<file path="src/rtl/lsu_pkg.sv">
// lsu_pkg: shared definitions for the LSU bus sequencer slice.
//   - size encodings used on req_size (3 is handled as a word)
//   - one-hot FSM state encoding for lsu_bus_ctrl
//   - misalignment predicate and byte-lane offset helper
package lsu_pkg;

  localparam logic [1:0] SZ_B = 2'd0;
  localparam logic [1:0] SZ_H = 2'd1;
  localparam logic [1:0] SZ_W = 2'd2;

  typedef enum logic [3:0] {
    ST_IDLE = 4'b0001,
    ST_RD   = 4'b0010,
    ST_WR   = 4'b0100,
    ST_RESP = 4'b1000
  } state_e;

  // True when the access cannot be served by a single naturally aligned lane group.
  function automatic logic is_misaligned(input logic [1:0] size, input logic [1:0] addr_lo);
    logic mis;
    case (size)
      SZ_B:    mis = 1'b0;
      SZ_H:    mis = addr_lo[0];
      default: mis = (addr_lo != 2'b00);
    endcase
    return mis;
  endfunction

  // Byte offset of the access inside the bus word. Halves snap to their
  // containing half-word and words to lane 0, so an unchecked misaligned
  // access still lands on a legal lane group.
  function automatic logic [1:0] lane_off(input logic [1:0] size, input logic [1:0] addr_lo);
    logic [1:0] off;
    case (size)
      SZ_B:    off = addr_lo;
      SZ_H:    off = {addr_lo[1], 1'b0};
      default: off = 2'b00;
    endcase
    return off;
  endfunction

endpackage

</file>
<file path="src/rtl/lsu_bus_ctrl_if.sv">
// lsu_bus_ctrl_if: request/response and d_r*/d_w* arbiter signals of the LSU
// bus sequencer.
//   slave  : view of lsu_bus_ctrl (takes requests, drives the arbiter port)
//   master : view of the surrounding logic (execute stage + arbiter)
// Parameter ADDR_W: request and bus address width.
interface lsu_bus_ctrl_if #(parameter int ADDR_W = 32);

  logic              req_valid;
  logic              req_ready;
  logic              req_wen;
  logic [ADDR_W-1:0] req_addr;
  logic [31:0]       req_wdata;
  logic [1:0]        req_size;
  logic              req_unsigned;
  logic              resp_valid;
  logic [31:0]       resp_rdata;
  logic              resp_err;
  logic              d_rvalid;
  logic              d_rready;
  logic [ADDR_W-1:0] d_raddr;
  logic [31:0]       d_rdata;
  logic              d_wvalid;
  logic              d_wready;
  logic [ADDR_W-1:0] d_waddr;
  logic [31:0]       d_wdata;
  logic [3:0]        d_wstrb;

  modport slave (
    input  req_valid, req_wen, req_addr, req_wdata, req_size, req_unsigned,
    input  d_rready, d_rdata, d_wready,
    output req_ready, resp_valid, resp_rdata, resp_err,
    output d_rvalid, d_raddr, d_wvalid, d_waddr, d_wdata, d_wstrb
  );

  modport master (
    output req_valid, req_wen, req_addr, req_wdata, req_size, req_unsigned,
    output d_rready, d_rdata, d_wready,
    input  req_ready, resp_valid, resp_rdata, resp_err,
    input  d_rvalid, d_raddr, d_wvalid, d_waddr, d_wdata, d_wstrb
  );

endinterface

</file>
<file path="src/rtl/lsu_lane_align.sv">
// lsu_lane_align: combinational byte-lane logic for the LSU bus sequencer.
//   addr_lo     in  2   low address bits of the latched request
//   size        in  2   access size (SZ_B/SZ_H/SZ_W, 3 = word)
//   wdata       in  32  right-aligned store data
//   is_unsigned in  1   zero-extend loads
//   rdata       in  32  raw bus read data
//   wdata_sh    out 32  store data shifted onto its lanes
//   wstrb       out 4   byte strobes
//   rdata_ext   out 32  load data extracted and extended
module lsu_lane_align
  import lsu_pkg::*;
(
  input  logic [1:0]  addr_lo,
  input  logic [1:0]  size,
  input  logic [31:0] wdata,
  input  logic        is_unsigned,
  input  logic [31:0] rdata,
  output logic [31:0] wdata_sh,
  output logic [3:0]  wstrb,
  output logic [31:0] rdata_ext
);

  logic [1:0]  off_s;
  logic [4:0]  shamt_s;
  logic [31:0] lane_s;
  logic        sx_b_s;
  logic        sx_h_s;

  assign off_s    = lane_off(size, addr_lo);
  assign shamt_s  = {off_s, 3'b000};
  assign wdata_sh = wdata << shamt_s;
  assign lane_s   = rdata >> shamt_s;
  assign sx_b_s   = ~is_unsigned & lane_s[7];
  assign sx_h_s   = ~is_unsigned & lane_s[15];

  // Strobe generation and load truncation/extension by access size.
  always_comb begin
    wstrb     = 4'b1111;
    rdata_ext = rdata;
    case (size)
      SZ_B: begin
        wstrb     = 4'b0001 << off_s;
        rdata_ext = {{24{sx_b_s}}, lane_s[7:0]};
      end
      SZ_H: begin
        wstrb     = 4'b0011 << off_s;
        rdata_ext = {{16{sx_h_s}}, lane_s[15:0]};
      end
      default: begin
        wstrb     = 4'b1111;
        rdata_ext = rdata;
      end
    endcase
  end

endmodule

</file>
<file path="src/rtl/lsu_bus_ctrl.sv">
// lsu_bus_ctrl: single-outstanding load/store sequencer between the LSU
// execute stage and the LSU read/write ports of the IFU/LSU AXI arbiter.
//   clock  in  clock
//   reset  in  synchronous, active-high reset
//   bus    lsu_bus_ctrl_if.slave: req_*/resp_* request side, d_r*/d_w* arbiter side
// Parameters:
//   ADDR_W          request/bus address width
//   ALIGN_BUS_ADDR  1: bus addresses have bits [1:0] cleared; 0: pass through
// Build option LSU_MISALIGN_CHECK_EN: misaligned halves/words skip the bus and
// complete immediately with resp_err=1. Without it resp_err is tied low.
module lsu_bus_ctrl
  import lsu_pkg::*;
#(
  parameter int ADDR_W         = 32,
  parameter bit ALIGN_BUS_ADDR = 1'b1
) (
  input  logic          clock,
  input  logic          reset,
  lsu_bus_ctrl_if.slave bus
);

  state_e            state_r;
  logic [ADDR_W-1:0] addr_r;
  logic [31:0]       wdata_r;
  logic [1:0]        size_r;
  logic              uns_r;
  logic              req_ready_r;
  logic              d_rvalid_r;
  logic              d_wvalid_r;
  logic              resp_valid_r;
  logic [31:0]       resp_rdata_r;
  logic              resp_err_r;

  logic              misalign_s;
  logic [ADDR_W-1:0] bus_addr_s;
  logic [31:0]       wdata_sh_s;
  logic [3:0]        wstrb_s;
  logic [31:0]       rdata_ext_s;

`ifdef LSU_MISALIGN_CHECK_EN
  assign misalign_s = is_misaligned(bus.req_size, bus.req_addr[1:0]);
`else
  assign misalign_s = 1'b0;
`endif

  assign bus_addr_s = ALIGN_BUS_ADDR ? {addr_r[ADDR_W-1:2], 2'b00} : addr_r;

  lsu_lane_align u_lane (
    .addr_lo     (addr_r[1:0]),
    .size        (size_r),
    .wdata       (wdata_r),
    .is_unsigned (uns_r),
    .rdata       (bus.d_rdata),
    .wdata_sh    (wdata_sh_s),
    .wstrb       (wstrb_s),
    .rdata_ext   (rdata_ext_s)
  );

  // Sequencer FSM; every handshake output is a flop updated with the state.
  always_ff @(posedge clock) begin
    if (reset) begin
      state_r      <= ST_IDLE;
      addr_r       <= '0;
      wdata_r      <= 32'h0000_0000;
      size_r       <= SZ_B;
      uns_r        <= 1'b0;
      req_ready_r  <= 1'b1;
      d_rvalid_r   <= 1'b0;
      d_wvalid_r   <= 1'b0;
      resp_valid_r <= 1'b0;
      resp_rdata_r <= 32'h0000_0000;
      resp_err_r   <= 1'b0;
    end else begin
      case (state_r)
        ST_IDLE: begin
          if (bus.req_valid) begin
            addr_r      <= bus.req_addr;
            wdata_r     <= bus.req_wdata;
            size_r      <= bus.req_size;
            uns_r       <= bus.req_unsigned;
            req_ready_r <= 1'b0;
            if (misalign_s) begin
              state_r      <= ST_RESP;
              resp_valid_r <= 1'b1;
              resp_err_r   <= 1'b1;
              resp_rdata_r <= 32'h0000_0000;
            end else if (bus.req_wen) begin
              state_r    <= ST_WR;
              d_wvalid_r <= 1'b1;
            end else begin
              state_r    <= ST_RD;
              d_rvalid_r <= 1'b1;
            end
          end
        end
        ST_RD: begin
          if (bus.d_rready) begin
            state_r      <= ST_RESP;
            d_rvalid_r   <= 1'b0;
            resp_valid_r <= 1'b1;
            resp_rdata_r <= rdata_ext_s;
            resp_err_r   <= 1'b0;
          end
        end
        ST_WR: begin
          if (bus.d_wready) begin
            state_r      <= ST_RESP;
            d_wvalid_r   <= 1'b0;
            resp_valid_r <= 1'b1;
            resp_rdata_r <= 32'h0000_0000;
            resp_err_r   <= 1'b0;
          end
        end
        ST_RESP: begin
          state_r      <= ST_IDLE;
          resp_valid_r <= 1'b0;
          req_ready_r  <= 1'b1;
        end
        default: begin
          // Illegal one-hot pattern: fall back to a quiet idle.
          state_r      <= ST_IDLE;
          req_ready_r  <= 1'b1;
          d_rvalid_r   <= 1'b0;
          d_wvalid_r   <= 1'b0;
          resp_valid_r <= 1'b0;
          resp_err_r   <= 1'b0;
        end
      endcase
    end
  end

  assign bus.req_ready  = req_ready_r;
  assign bus.resp_valid = resp_valid_r;
  assign bus.resp_rdata = resp_rdata_r;
  assign bus.resp_err   = resp_err_r;
  assign bus.d_rvalid   = d_rvalid_r;
  assign bus.d_raddr    = bus_addr_s;
  assign bus.d_wvalid   = d_wvalid_r;
  assign bus.d_waddr    = bus_addr_s;
  assign bus.d_wdata    = wdata_sh_s;
  assign bus.d_wstrb    = wstrb_s;

endmodule

</file>
<file path="src/flat_wrapper.sv">
// flat-port wrapper written by rule: the top's interface ports become plain ports
module lsu_bus_ctrl_flat import lsu_pkg::*;
#(
  parameter int ADDR_W         = 32,
  parameter bit ALIGN_BUS_ADDR = 1'b1
)
  (clock, reset, bus_req_valid, bus_req_wen, bus_req_addr, bus_req_wdata, bus_req_size, bus_req_unsigned, bus_d_rready, bus_d_rdata, bus_d_wready, bus_req_ready, bus_resp_valid, bus_resp_rdata, bus_resp_err, bus_d_rvalid, bus_d_raddr, bus_d_wvalid, bus_d_waddr, bus_d_wdata, bus_d_wstrb);
  lsu_bus_ctrl_if #(.ADDR_W(ADDR_W)) bus_i ();
  input  logic clock;
  input  logic reset;
  input wire logic [$bits(bus_i.req_valid)-1:0] bus_req_valid;
  input wire logic [$bits(bus_i.req_wen)-1:0] bus_req_wen;
  input wire logic [$bits(bus_i.req_addr)-1:0] bus_req_addr;
  input wire logic [$bits(bus_i.req_wdata)-1:0] bus_req_wdata;
  input wire logic [$bits(bus_i.req_size)-1:0] bus_req_size;
  input wire logic [$bits(bus_i.req_unsigned)-1:0] bus_req_unsigned;
  input wire logic [$bits(bus_i.d_rready)-1:0] bus_d_rready;
  input wire logic [$bits(bus_i.d_rdata)-1:0] bus_d_rdata;
  input wire logic [$bits(bus_i.d_wready)-1:0] bus_d_wready;
  output wire logic [$bits(bus_i.req_ready)-1:0] bus_req_ready;
  output wire logic [$bits(bus_i.resp_valid)-1:0] bus_resp_valid;
  output wire logic [$bits(bus_i.resp_rdata)-1:0] bus_resp_rdata;
  output wire logic [$bits(bus_i.resp_err)-1:0] bus_resp_err;
  output wire logic [$bits(bus_i.d_rvalid)-1:0] bus_d_rvalid;
  output wire logic [$bits(bus_i.d_raddr)-1:0] bus_d_raddr;
  output wire logic [$bits(bus_i.d_wvalid)-1:0] bus_d_wvalid;
  output wire logic [$bits(bus_i.d_waddr)-1:0] bus_d_waddr;
  output wire logic [$bits(bus_i.d_wdata)-1:0] bus_d_wdata;
  output wire logic [$bits(bus_i.d_wstrb)-1:0] bus_d_wstrb;
  assign bus_i.req_valid = bus_req_valid;
  assign bus_i.req_wen = bus_req_wen;
  assign bus_i.req_addr = bus_req_addr;
  assign bus_i.req_wdata = bus_req_wdata;
  assign bus_i.req_size = bus_req_size;
  assign bus_i.req_unsigned = bus_req_unsigned;
  assign bus_i.d_rready = bus_d_rready;
  assign bus_i.d_rdata = bus_d_rdata;
  assign bus_i.d_wready = bus_d_wready;
  assign bus_req_ready = bus_i.req_ready;
  assign bus_resp_valid = bus_i.resp_valid;
  assign bus_resp_rdata = bus_i.resp_rdata;
  assign bus_resp_err = bus_i.resp_err;
  assign bus_d_rvalid = bus_i.d_rvalid;
  assign bus_d_raddr = bus_i.d_raddr;
  assign bus_d_wvalid = bus_i.d_wvalid;
  assign bus_d_waddr = bus_i.d_waddr;
  assign bus_d_wdata = bus_i.d_wdata;
  assign bus_d_wstrb = bus_i.d_wstrb;
  lsu_bus_ctrl #(.ADDR_W(ADDR_W), .ALIGN_BUS_ADDR(ALIGN_BUS_ADDR)) u_core (.clock(clock), .reset(reset), .bus(bus_i));
endmodule
</file>
<file path="config.mk">
export PLATFORM = sky130hd
export DESIGN_NAME = lsu_bus_ctrl_flat
export DESIGN_NICKNAME = d
export VERILOG_FILES = /design/src/rtl/lsu_pkg.sv /design/src/rtl/lsu_bus_ctrl_if.sv /design/src/rtl/lsu_lane_align.sv /design/src/rtl/lsu_bus_ctrl.sv /design/src/flat_wrapper.sv
export SDC_FILE = /design/constraint.sdc
export NUM_CORES = 1
export LEC_CHECK = 0
export CAP_MARGIN = 25
export CELL_PAD_IN_SITES_DETAIL_PLACEMENT = 1
export CELL_PAD_IN_SITES_GLOBAL_PLACEMENT = 1
export CORE_MARGIN = 1
export CORE_UTILIZATION = 30
export DETAILED_ROUTE_END_ITERATION = 8
export PLACE_DENSITY_LB_ADDON = 0.1
export SLEW_MARGIN = 0
export SYNTH_ARGS = -nofsm -noshare
export SYNTH_HDL_FRONTEND = slang
export SYNTH_SLANG_ARGS = --single-unit
</file>
<file path="constraint.sdc">
create_clock -name clock -period 2.6 [get_ports clock]
set_input_delay 0.52 -clock clock [delete_from_list [all_inputs] [get_ports clock]]
set_output_delay 0.52 -clock clock [all_outputs]
set_load 0.02 [all_outputs]
</file>
* Word-level counts from Yosys, hierarchy flattened *
Index checks and enable logic that the tools add are counted.

operators by class
  equality and inequality tests = 10
  shift operators = 4
  multiplexer cells = 25
  bitwise operators = 8
  reductions and logical operators = 14

operators by type and width
  cell                 count
  $pmux 32 s2          2
  $mux 32              2
  $shl 32x5->32        1
  $shr 32x5->16        1
  $mux 4               3
  $pmux 1 s3           4
  $pmux 4 s3           1
  $reduce_and 3->1     4
  $ne 2x2->1 const B   5
  $mux 1               9
  $pmux 4 s2           1
  $reduce_and 4->1     2
  $reduce_or 2->1      4
  $not 1->1            6
  $eq 4x1->1 const B   1
  $eq 4x2->1 const B   1
  $eq 4x3->1 const B   1
  $eq 4x4->1 const B   1
  $pmux 2 s2           1
  $reduce_and 2->1     2
  $shl 1x2->4 const A  1
  $shl 2x2->4 const A  1
  $mux 3               1
  $and 1x1->1          2
  4 further kinds      4

word-level totals
  bits in registers = 108
  bits of input ports = 105
  output and inout port bits = 137
  logic and storage cells = 72

* Logic depth before layout (Yosys ltp) *
  word-level depth = 7
  mapped depth = 9

* Cells and area by module *
From an unflattened synthesis, not the netlist that was laid out.

second synthesis, totals
  cell total of the unflattened synthesis = 748
  area, all modules = 5926.9 sq um

by module, submodules not included
  module          instances  cells each  area an instance (sq um)  sequential area each (sq um)
  lsu_bus_ctrl    1          554         4684.5                    2142.1
  lsu_lane_align  1          194         1242.4                    0.0

* Worst setup path after synthesis *
Ideal clock, no wire load.

  kind = register -> output
  from = register u_core.size_r[0]
  to = output port bus_d_wdata[23]
  arrival = 1.788 ns
  path slack = 0.292 ns
  stages on the path, launching flop included = 9
  cell sequence = dfxtp_1 > buf_6 > nand2b_1 > buf_2 > and2_1 > clkbuf_1 > clkbuf_1 > a22oi_1 > o21ai_1

between the ends
  word-level cells in the longest chain between the ends = 3

RTL lines
  item                                                  line                  RTL
  start, declared                                       lsu_bus_ctrl.sv:25    logic [1:0] size_r;
  start signal, assigned                                lsu_bus_ctrl.sv:79    size_r <= bus.req_size;
  $eq 2x1->1 / $logic_not 2->1 (equally long branches)  lsu_pkg.sv:34         case (size)
  $pmux 2 s2 (*)                                        lsu_pkg.sv:34
  $shl 32x5->32 (*)                                     lsu_lane_align.sv:31  assign wdata_sh = wdata << shamt_s;
  end, declared                                         flat_wrapper.sv:28    output wire logic [$bits(bus_i.d_wdata)-1:0] bus_d_wdata;

Every way passes the cells marked *; elsewhere a longest branch is shown, timed or not.

* Worst setup path after layout *
  from = register u_core.addr_r[0]
  to = output port bus_d_wdata[3]

between the ends
  word-level cells in the longest chain between the ends = 2

RTL lines
  item                    line                  RTL
  start, declared         lsu_bus_ctrl.sv:23    logic [ADDR_W-1:0] addr_r;
  start signal, assigned  lsu_bus_ctrl.sv:77    addr_r <= bus.req_addr;
  $pmux 2 s2              lsu_pkg.sv:34
  $shl 32x5->32           lsu_lane_align.sv:31

Every way passes these cells.

==> flow_summary.yaml <==
status:
  outcome: "finished, final reports clean"
global_route:
  grt_pass1_wl_um: 28650
  first_global_vias: 5426
  grt-ovfl-total: 0
  antenna_found_initial: 0
  grt_use_total_pct: 19.92
  grt_max_degree: 45
timing:
  drv_slew: 0
  rsz0062_at_grt: "no"
  slew_headroom_pct: 63.01
  holdWs_ps: 464.5
  fin_crit_sh_pct: 96.68
  setup-tns-final_ps: 0
  setup_viol: 0
  worstMarginPinSlew_ps: 552.9
  timing.fmax_ghz: 0.3978
  period_needed_ps: 2514
  skew_ps: 7.459
  hold_viol: 0
  setup_slack_ps: 86.27
setup_path:
  criticalPathCategory: "reg -> out"
  critPathMaxStageDelay_ps: 620
  required_ps: 2080
  cp_max_fo: 33
  path_cells: "nor2b_4 -> o21bai_2 -> buf_12 -> and2_1 -> clkdlybuf4s50_1"
  crit_path_end_kind: "output port"
  slowest_stage: "clkdlybuf4s50_1"
  worstSetupStartpointType: "flip-flop"
  ff2ff_setup_slack_ps: 520
  cp.arrival_ps: 1990
clock_network:
  cts.root.buffer_cell: "clkbuf_16"
  cts_hold_buf: 0
  cts.path.max_buffers: 2
  clkTransAtPathRegs_ps: 70
  worstSkewPairLatency_ps: 350
  post_cts_buffers: 0
  cts_tree: "built"
  htree_levels: 3
  cts_made_buffers: 9
  clock-sinks: 107
yosys:
  yosysTopAreaCellShare_pct: 39.45
  synth-seq-area-share_pct: 39.45
  async_flop_share_pct: 0
  yosys.area.top_type: "dfxtp_1"
  ys_top_cells_by_area: "dfxtp_1, nand2_1, buf_4"
  synth_area_um2: 5430
  synth-seq-cells: 107
  syn_area_per_cell_um2: 7.916
  yosys_warnings: 0
  synth_edf_count: 0
  synthCells: 686
  synthDistinctLibCells: 44
  ys.flop_type: "dfxtp_1"
floorplan:
  design.die.area_um2: 18640
  core_um2: 17480
  ios: 242
  fp.dieH_um: 136.5
  fp.dieW_um: 136.5
  num_rows: 48
  initial_core_util_pct: 31.07
finish:
  postLayoutCellArea_um2: 7909
  nets: 947
  area_growth_pct: 45.65
  drive_gt1_share_pct: 6.730
  layout.area.seq_um2: 2147
  multi_input_area_um2: 2606
  n_antenna_cell: 0
  fillers: 2061
placed_design:
  placed_area_um2: 7577
  pre_cts_ws_ps: -2.489
  place_congestion: 0.8113
  dp_hpwl_um: 13850
  io_buffers: 236
drt:
  post_drt_via_cell_ratio: 4.948
  via_count: 5304
  final_antenna_net_count: 0
  routed_wl_um: 18760
  drt_pass1_iterations: 6
  drt_iter0_drc: 266
  drt-wirelength-per-cell_um: 17.50
  drc: 0
power:
  p_total_mw: 4.529
  p_leak_nw: 3.034
  ir_drop_v: 0.0003193
  power_density_nw_per_um2: 572.7
min_path:
  min_path_type: "reg -> reg"
run:
  cap_violations: 0
path summary, 6_finish.rpt:
path | to | cells past startpoint | start
max | bus_d_wdata[3] | 5 | u_core.addr_r[0]$_SDFFE_PP0P_
min | u_core.wdata_r[28]$_SDFFE_PP0P_ | 2 | u_core.wdata_r[28]$_SDFFE_PP0P_
max reg2reg | u_core.bus.resp_rdata[25]$_SDFFE_PP0P_ | 6 | u_core.size_r[0]$_SDFFE_PP0P_
min reg2reg | u_core.wdata_r[28]$_SDFFE_PP0P_ | 2 | u_core.wdata_r[28]$_SDFFE_PP0P_
where the power goes:
| part | switching [mW] | internal (mW) |
|---|---|---|
| Sequential | 0.0916 | 1.73 |
| Combinational | 0.643 | 0.551 |
| Clock | 0.638 | 0.873 |
| Total | 1.37 | 3.16 |
registers in the layout, indices dropped and copies added, names as in the netlist:
register,count
u_core.bus.d_wvalid,1
u_core.wdata_r,32
u_core.state_r,4
u_core.bus.req_ready,1
u_core.bus.resp_valid,1
u_core.addr_r,32
u_core.bus.resp_rdata,32
u_core.uns_r,1
u_core.size_r,2
u_core.bus.d_rvalid,1
stage by stage:
stage               util [%]  std cells
global placement       43.36       1056
finish                 45.25       1072
detailed placement     43.36       1056
floorplan                  -        690
CTS                    45.12       1072
global route           45.25       1072
repair_timing:
item | 4_1_cts | 5_1_grt
gates resized for setup | 25 | 8
pin swaps | 0 | 0
endpoints found under the setup margin | 33 | 23
cell usage in the layout (no fill, tap or decap), types with 18 or more instances in the layout:
master,n
nand2_1,170
clkdlybuf4s50_1,210
a21oi_1,86
dfxtp_1,103
o21ai_1,18
buf_4,19
a22o_1,32
nor2_1,18
nand2b_1,27
dlygate4sd2_1,20
critical path, delay by kind of cell (launching register included):
kind / cells / cell delay, ps
compound gates: 1 / 150
simple gates: 2 / 290
flops: 1 / 370
buf+inv: 2 / 830
cells in the mapped netlist, types with 2 or more instances:
library cell and count:
clkbuf_1 40, a211oi_1 2, o221ai_1 7, nor3b_1 2
o21ai_0 2, nand2_1 170, buf_6 3, buf_1 2
inv_1 4, o22ai_1 2, a21oi_1 87, a32o_1 8
a31oi_1 3, nor2_1 20, a22o_1 32, a22oi_1 16
buf_4 65, nand3_1 2, nor2b_1 6, o21ai_1 18
nand2b_1 28, nor3_1 2, dfxtp_1 107, o21bai_1 2
and2_1 9, mux2_2 7, mux2i_1 17, buf_2 7
kinds of logic after synthesis:
group	Yosys count	synth area share [%]
buffers and inverters	121	13.43
other	1	0.06906
AO/OA/AOI/OAI	188	22.58
multiplexers	25	4.793
flip-flops	107	39.45
AND/OR/NAND/NOR	244	19.68
final cells by class:
| type | count | share of cell area, % |
|---|---|---|
| clock inverter | 4 | 0.9334 |
| clock buffer | 12 | 3.117 |
| timing repair buffer | 258 | 32.10 |
| inverter | 4 | 0.1898 |
| multi-input combinational | 462 | 32.95 |
| tap | 225 | 3.560 |
| sequential | 107 | 27.15 |
layer usage:
layer / up-vias / part of all wire [%] / track usage, %
met5: - / 0 / 0
li1: 2579 / - / -
met1: 2548 / 44 / 24.53
met4: 0 / 1.5 / 6.481
met2: 161 / 48 / 34.35
met3: 16 / 6.0 / 4.222
Note: power is estimated with default switching activity, not from simulation.
